[config.mk]
export PLATFORM = sky130hd
export DESIGN_NAME = ps2_rx_frame
export DESIGN_NICKNAME = d
export VERILOG_FILES = /design/src/rtl/ps2_rx_frame.sv
export SDC_FILE = /design/constraint.sdc
export NUM_CORES = 1
export LEC_CHECK = 0
export ABC_AREA = 1
export BUFFER_PORTS_ARGS = -buffer_cell sky130_fd_sc_hd__buf_2
export CORE_ASPECT_RATIO = 0.9
export CORE_UTILIZATION = 45
export CTS_BUF_LIST = sky130_fd_sc_hd__clkbuf_8
export DETAILED_ROUTE_END_ITERATION = 6
export PLACE_DENSITY_LB_ADDON = 0.05
export RECOVER_POWER = 50
export SLEW_MARGIN = 40
export SYNTH_ARGS = -nofsm -noshare
export SYNTH_HDL_FRONTEND = slang
export SYNTH_SLANG_ARGS = --single-unit
export TNS_END_PERCENT = 100
[constraint.sdc]
create_clock -name clk -period 1.75 [get_ports clk]
set_clock_uncertainty 0.05 [all_clocks]
set_input_delay 0.0875 -clock clk [delete_from_list [all_inputs] [get_ports clk]]
set_output_delay 0.0875 -clock clk [all_outputs]
set_load 0.01 [all_outputs]
[src/rtl/ps2_rx_frame.sv]
// PS/2 device-to-host frame receiver: filtered clock, start/8 data/odd parity/stop capture.
// Optional saturating error counter enabled with `define PS2_RX_ERRCNT_EN.
module ps2_rx_frame #(
    parameter int unsigned FILTER_LEN     = 8,
    parameter int unsigned TIMEOUT_CYCLES = 32000
) (
    input  logic       clk,
    input  logic       reset,
    input  logic       rx_enable,
    input  logic       ps2_clk,
    input  logic       ps2_data,
    output logic [7:0] rx_data,
    output logic       rx_valid,
    output logic       rx_err_parity,
    output logic       rx_err_frame,
    output logic       rx_err_timeout,
    output logic       busy
`ifdef PS2_RX_ERRCNT_EN
    ,
    output logic [7:0] err_count
`endif
);
    localparam int unsigned FW = $clog2(FILTER_LEN + 1);
    localparam int unsigned TW = $clog2(TIMEOUT_CYCLES + 1);

    typedef enum logic [1:0] {IDLE, DATA, PARITY, STOP} state_t;

    state_t        state;
    logic          clk_s1, clk_s2, data_s1, data_s2;
    logic          clk_f, clk_f_d, fall;
    logic [FW-1:0] flt_cnt;
    logic [TW-1:0] tmo_cnt;
    logic [2:0]    bit_cnt;
    logic [7:0]    shreg;
    logic          par;

    // Two-flop synchronizers; lines idle high
    always_ff @(posedge clk or negedge reset) begin
        if (!reset) begin
            clk_s1  <= 1'b1;
            clk_s2  <= 1'b1;
            data_s1 <= 1'b1;
            data_s2 <= 1'b1;
        end else begin
            clk_s1  <= ps2_clk;
            clk_s2  <= clk_s1;
            data_s1 <= ps2_data;
            data_s2 <= data_s1;
        end
    end

    // Glitch filter: clk_f follows only after FILTER_LEN consecutive differing samples
    always_ff @(posedge clk or negedge reset) begin
        if (!reset) begin
            clk_f   <= 1'b1;
            flt_cnt <= '0;
            clk_f_d <= 1'b1;
            fall    <= 1'b0;
        end else begin
            if (clk_s2 == clk_f) begin
                flt_cnt <= '0;
            end else if (flt_cnt == FW'(FILTER_LEN - 1)) begin
                clk_f   <= clk_s2;
                flt_cnt <= '0;
            end else begin
                flt_cnt <= flt_cnt + FW'(1);
            end
            clk_f_d <= clk_f;
            fall    <= clk_f_d & ~clk_f;
        end
    end

    // Frame FSM; priority is disable, then timeout, then sample event
    always_ff @(posedge clk or negedge reset) begin
        if (!reset) begin
            state          <= IDLE;
            bit_cnt        <= '0;
            tmo_cnt        <= '0;
            shreg          <= '0;
            par            <= 1'b0;
            rx_data        <= '0;
            rx_valid       <= 1'b0;
            rx_err_parity  <= 1'b0;
            rx_err_frame   <= 1'b0;
            rx_err_timeout <= 1'b0;
            busy           <= 1'b0;
        end else begin
            rx_valid       <= 1'b0;
            rx_err_parity  <= 1'b0;
            rx_err_frame   <= 1'b0;
            rx_err_timeout <= 1'b0;
            if (!rx_enable) begin
                state   <= IDLE;
                bit_cnt <= '0;
                tmo_cnt <= '0;
                busy    <= 1'b0;
            end else if (state != IDLE && tmo_cnt == TW'(TIMEOUT_CYCLES - 1)) begin
                state          <= IDLE;
                bit_cnt        <= '0;
                tmo_cnt        <= '0;
                busy           <= 1'b0;
                rx_err_timeout <= 1'b1;
            end else begin
                tmo_cnt <= (fall || state == IDLE) ? '0 : tmo_cnt + TW'(1);
                if (fall) begin
                    case (state)
                        IDLE: begin
                            if (!data_s2) begin
                                state   <= DATA;
                                bit_cnt <= '0;
                                busy    <= 1'b1;
                            end
                        end
                        DATA: begin
                            shreg   <= {data_s2, shreg[7:1]};
                            bit_cnt <= bit_cnt + 3'd1;
                            if (bit_cnt == 3'd7) state <= PARITY;
                        end
                        PARITY: begin
                            par   <= data_s2;
                            state <= STOP;
                        end
                        STOP: begin
                            state <= IDLE;
                            busy  <= 1'b0;
                            if (!data_s2)                 rx_err_frame  <= 1'b1;
                            else if (^{shreg, par} != 1'b1) rx_err_parity <= 1'b1;
                            else begin
                                rx_data  <= shreg;
                                rx_valid <= 1'b1;
                            end
                        end
                        default: state <= IDLE;
                    endcase
                end
            end
        end
    end

`ifdef PS2_RX_ERRCNT_EN
    // Saturating count of error pulses
    always_ff @(posedge clk or negedge reset) begin
        if (!reset) begin
            err_count <= '0;
        end else if ((rx_err_parity | rx_err_frame | rx_err_timeout) && err_count != 8'hFF) begin
            err_count <= err_count + 8'd1;
        end
    end
`endif

endmodule

# Word level (Yosys, flattened, before mapping)
# Index checks and enable logic that the tools add are counted.
word_totals:
  regBits: 53
  input_bits: 5
  output_inout_bits: 13
  word_cells: 90
classes:
  n_addsub: 3
  eq_ne: 12
  mux: 40
  bitwise_logic: 4
  n_reduce_logical: 12
ops:
  columns: ["cell", "count"]
  rows:
  - ["$mux 15", 3]
  - ["$mux 1", 23]
  - ["$add 15x1->15 const B", 1]
  - ["$eq 15x15->1 const B", 1]
  - ["$mux 3", 4]
  - ["$mux 2", 5]
  - ["$reduce_and 3->1", 3]
  - ["$reduce_xor 9->1", 1]
  - ["$mux 4", 2]
  - ["$ne 4x1->1 const B", 2]
  - ["$ne 4x4->1 const B", 2]
  - ["$pmux 2 s4", 1]
  - ["$reduce_and 4->1", 2]
  - ["$pmux 3 s2", 1]
  - ["$reduce_and 6->1", 1]
  - ["$add 4x1->4 const B", 1]
  - ["$eq 2x2->1 const B", 2]
  - ["$eq 4x3->1 const B", 1]
  - ["$add 3x1->3 const B", 1]
  - ["$eq 3x3->1 const B", 1]
  - ["$ne 3x1->1 const B", 1]
  - ["$not 1->1", 3]
  - ["$eq 2x1->1 const B", 1]
  - ["$logic_not 2->1", 1]
  - ["other kinds (7)", 7]

# Longest topological paths before layout
logic_depth:
  ltp_word: 7
  ltp_mapped: 12
  depth_no_buf: 11

# Least setup slack after synthesis
# OpenSTA, ideal clock, no wires.
synth_timing:
  kind: "register to register"
  from: "reg state[0]"
  to: "reg shreg[1]"
  setup_time_ps: 126
  arrival_time_ps: 1498
  required_time_ps: 1574
  setup_slack_ps: 76
  stages_incl_launch_ff: 12
  n_path_buf: 1
  period_less_slack_ps: 1674
  cell_sequence: "dfrtp_1 > inv_1 > ha_1 > inv_1 > nand3_1 > nor2_1 > nand2_4 > nand2_8 > nor2_8 > nand2_8 > buf_6 > o21ai_0"
synth_between:
  elab_chain_len: 4
  word_cells_on_any_way: 5
  classes_between: "1 x eq/ne; 1 x bitwise; 3 x reduce/logical"
synth_rtl:
  columns: ["item", "line", "rtl"]
  rows:
  - ["start, declared", "28", "state_t state;"]
  - ["start signal, assigned", "76", "state <= IDLE;"]
  - ["start signal, assigned", "93", "state <= IDLE;"]
  - ["start signal, assigned", "98", "state <= IDLE;"]
  - ["$reduce_bool 2->1", "97", "end else if (state != IDLE && tmo_cnt == TW'(TIMEOUT_CYCLES - 1)) begin"]
  - ["$logic_and 1x1->1", "97", null]
  - ["$not 1->1 (no line)", null, null]
  - ["$reduce_and 4->1 (no line) *", null, null]
  - ["end signal, assigned", "115", "shreg <= {data_s2, shreg[7:1]};"]
  - ["end, declared", "34", "logic [7:0] shreg;"]
# Mark *: on every way between the ends. The rest lies on a longest branch, timed or not.
# A chain may end at the register's enable or synchronous reset.

# Worst setup path in the final report
layout_timing:
  from: "reg tmo_cnt[0]"
  to: "reg rx_data[2]"
layout_between:
  elab_chain_len: 4
layout_rtl:
  columns: ["item", "line", "rtl"]
  rows:
  - ["start, declared", "32", "logic [TW-1:0] tmo_cnt;"]
  - ["start signal, assigned", "104", "tmo_cnt <= (fall || state == IDLE) ? '0 : tmo_cnt + TW'(1);"]
  - ["$eq 15x15->1", "97", null]
  - ["$logic_and 1x1->1", "97", null]
  - ["$not 1->1 (no line)", null, null]
  - ["$reduce_and 6->1 (no line)", null, null]
  - ["end signal, assigned", "129", "rx_data <= shreg;"]
  - ["end, declared", "12", "output logic [7:0] rx_data,"]
# No other way between the ends.

==> results.sh <==
export IMPL_cpPeakStageDelay_ns=0.41
export IMPL_tightestPinTransition_ns=1.15
export IMPL_synth_top_cells_by_area="dfrtp_1 (46%), nand2_1 (11%), dfstp_2 (6.1%)"
export IMPL_timing_rr_end="rx_data[2]$_DFFE_PN0P_"
export IMPL_fillerInstances=490
export IMPL_final_cell_mix="nand2_1 (70), dfrtp_1 (47), nor2_1 (27), inv_1 (27), nand3_1 (21)"
export IMPL_drive_gt1_frac=0.278
export IMPL_die_area_um2=6010
export IMPL_die_h_um=73.6
export IMPL_die_w_um=81.6
export IMPL_regArea_um2=1330
export IMPL_totalPowerFinal_mw=3.07
export IMPL_layout_cells_non_filler=398
export IMPL_report_final_slew_viol_count=0
export IMPL_final_nets=343
export IMPL_grt_use_total=0.170
export IMPL_avgRoutedWirePerCell_um=11.9
export IMPL_synth_largest_area_cell="dfrtp_1"
export IMPL_antenna_found_initial=0
export IMPL_crit_fanout=8
export IMPL_status="finished, final reports clean"
export IMPL_critPathArrivalTime_ns=1.86
export IMPL_gp_congestion=0.812
export IMPL_dr_pass1_iters=4
export IMPL_cts_buffer_depth=2
export IMPL_syn_mean_instance_area_um2=8.88
export IMPL_whs_endpoint="rx_err_timeout$_DFF_PN0_"
export IMPL_hold_viol=0
export IMPL_drc_errors=0
export IMPL_avgViaCountPerCell=4.88
export IMPL_ys_warn_count=0
export IMPL_rr_worst_depth=9
export IMPL_area_growth_pct=21.3
export IMPL_rsz0062_at_grt="yes"
export IMPL_fin_util=0.578
export IMPL_multi_input_area_um2=1240
export IMPL_p_leak_nw=1.52
export IMPL_worst_slack_ns=0.0381
export IMPL_min_from="rx_enable"
export IMPL_clk_pin_slew_ns=0.09
export IMPL_p_per_area_nw_per_um2=988
export IMPL_cpLargestDelayFamily="simple AND/OR/NAND/NOR gates"
export IMPL_r2r_start="tmo_cnt[0]$_DFF_PN0_"
export IMPL_dp_cells=378
export IMPL_synth_cell_types=35
export IMPL_critical_path_buf_inv_count=1
export IMPL_mostFrequentLayoutCell="nand2_1"
export IMPL_cp_end_kind="flop"
export IMPL_ys_ff_latch=53
export IMPL_finalCritPeriodShare=0.978
export IMPL_ir_drop_mv=0.676
export IMPL_maxSlewHeadroom=0.232
export IMPL_drt_iter0_markers=88
export IMPL_hp_class="in2reg"
export IMPL_finalSetupViolCount=0
export IMPL_numPortBuffers=17
export IMPL_cp_required_ns=1.90
export IMPL_cts_buffers=5
export IMPL_cts_sinks=53
export IMPL_overflow=0
export IMPL_critPathKind="reg2reg"
export IMPL_period_needed_ns=1.71
export IMPL_synth_cell_area_um2=2560
export IMPL_fin_tns_setup_ns=0
export IMPL_grt_pass1_wl_um=7800
export IMPL_synthesis_nets=302
export IMPL_grt_pass1_vias=1815
export IMPL_placed_cell_area_um2=2780
export IMPL_antenna_cells=0
export IMPL_hold_ws_ns=0.0460
export IMPL_placementRows=25
export IMPL_clockRootBuffer="clkbuf_8"
export IMPL_cts_tree="built"
export IMPL_place_ws_ns=0.0228
export IMPL_r2r_slack_ns=0.04
export IMPL_synth_top_area_frac=0.459
export IMPL_syn_inst=289
export IMPL_vias=1943
export IMPL_synth_yosys_seq_area_share=0.520
export IMPL_start_util=0.477
export IMPL_worstSkewPairLatency_ns=0.30
export IMPL_critPathLaunchType="flop"
export IMPL_totalWireLength_um=4740
export IMPL_cp_cell_sequence="ha_4, nand3_4, nor3_4, nand2_4, nand2_8, nor2_4, buf_6, nand3_2, nand2_2"
export IMPL_design_area_um2=3110
export IMPL_fmax_mhz=584
export IMPL_drtAntennaViolNets=0
export IMPL_grt_start_max_net_pins=54
export IMPL_hpwlAfterDp_um=3070
export IMPL_drv_cap=0
export IMPL_htreeDepth=2
export IMPL_slowest_stage="dfrtp_1"
export IMPL_hold_depth=3
export IMPL_pin_count=18
export IMPL_core_um2=5380
[tightest hold or removal path, stage by stage]
cell and delay [ns]:
buf_2 0.17, inv_1 0.07, nor2_1 0.04
[what timing repair did]
item,4_1_cts,5_1_grt
endpoints found under the setup margin,0,37
hold buffers,3,0
buffers inserted,0,8
gates resized for setup,0,37
endpoints found under the hold margin,55,0
[cells by family after synthesis]
family | Yosys count | share of synthesized area
AO/OA/AOI/OAI | 22 | 0.0502
XOR/XNOR | 9 | 0.0307
adder cells (fa/ha/maj) | 8 | 0.0390
buffers and inverters | 34 | 0.0546
flip-flops | 53 | 0.520
multiplexers | 1 | 0.00439
AND/OR/NAND/NOR | 162 | 0.301
[how the worst max path moves through the flow]
stage                    startpoint  slack [ns]                      to  cells after the start
2_1_floorplan  state[0]$_DFFE_PN0P_        0.08    shreg[1]$_DFFE_PN0P_                     11
3_3_place_gp   state[0]$_DFFE_PN0P_        0.05    tmo_cnt[4]$_DFF_PN0_                     10
5_1_grt        state[1]$_DFFE_PN0P_       -0.08  rx_data[2]$_DFFE_PN0P_                     11
4_1_cts        state[0]$_DFFE_PN0P_       0.007    tmo_cnt[0]$_DFF_PN0_                     10
6_report       tmo_cnt[0]$_DFF_PN0_        0.04  rx_data[2]$_DFFE_PN0P_                      9
3_5_place_dp   state[0]$_DFFE_PN0P_        0.02    tmo_cnt[0]$_DFF_PN0_                     10
[synth_stat cells, drive strengths merged]
library cell and number:
a21oi 3, a31o 1, and3 1, buf 3, dfrtp 47, dfstp 6
ha 8, inv 31, mux2 1, nand2 84, nand3 31, nand3b 1
nand4 1, nor2 35, nor3 5, nor3b 2, o211ai 2, o21ai 15
o31ai 1, or2 2, xnor2 4, xor2 5
[area by class of cell]
cell class              instances  area share
flip-flops and latches         53       0.429
multi-input cells             204       0.399
inverters                      31      0.0374
clock buffers                   7      0.0310
clock inverters                 1     0.00161
well taps                      67      0.0270
repair buffers                 35      0.0756
[state kept, by name, indices dropped and copies added (netlist names), 2 cells and up]
| register | count |
|---|---|
| tmo_cnt | 15 |
| rx_data | 8 |
| shreg | 8 |
| flt_cnt | 4 |
| bit_cnt | 3 |
| state | 2 |
[layer usage]
layer | wire [µm] | track usage | vias up
met5 | 0 | 0 | -
met3 | 128 | 0.0373 | 9
met1 | 2430 | 0.228 | 896
met4 | 76 | 0.0643 | 0
li1 | - | - | 1007
met2 | 2100 | 0.269 | 31
[power by group]
group	internal [mW]	total [mW]	leakage (nW)	switching, mW
combinational	0.354	0.830	0.755	0.477
sequential	1.37	1.49	0.712	0.123
clock	0.358	0.754	0.0542	0.396
Power figures use the tool's default switching activity.
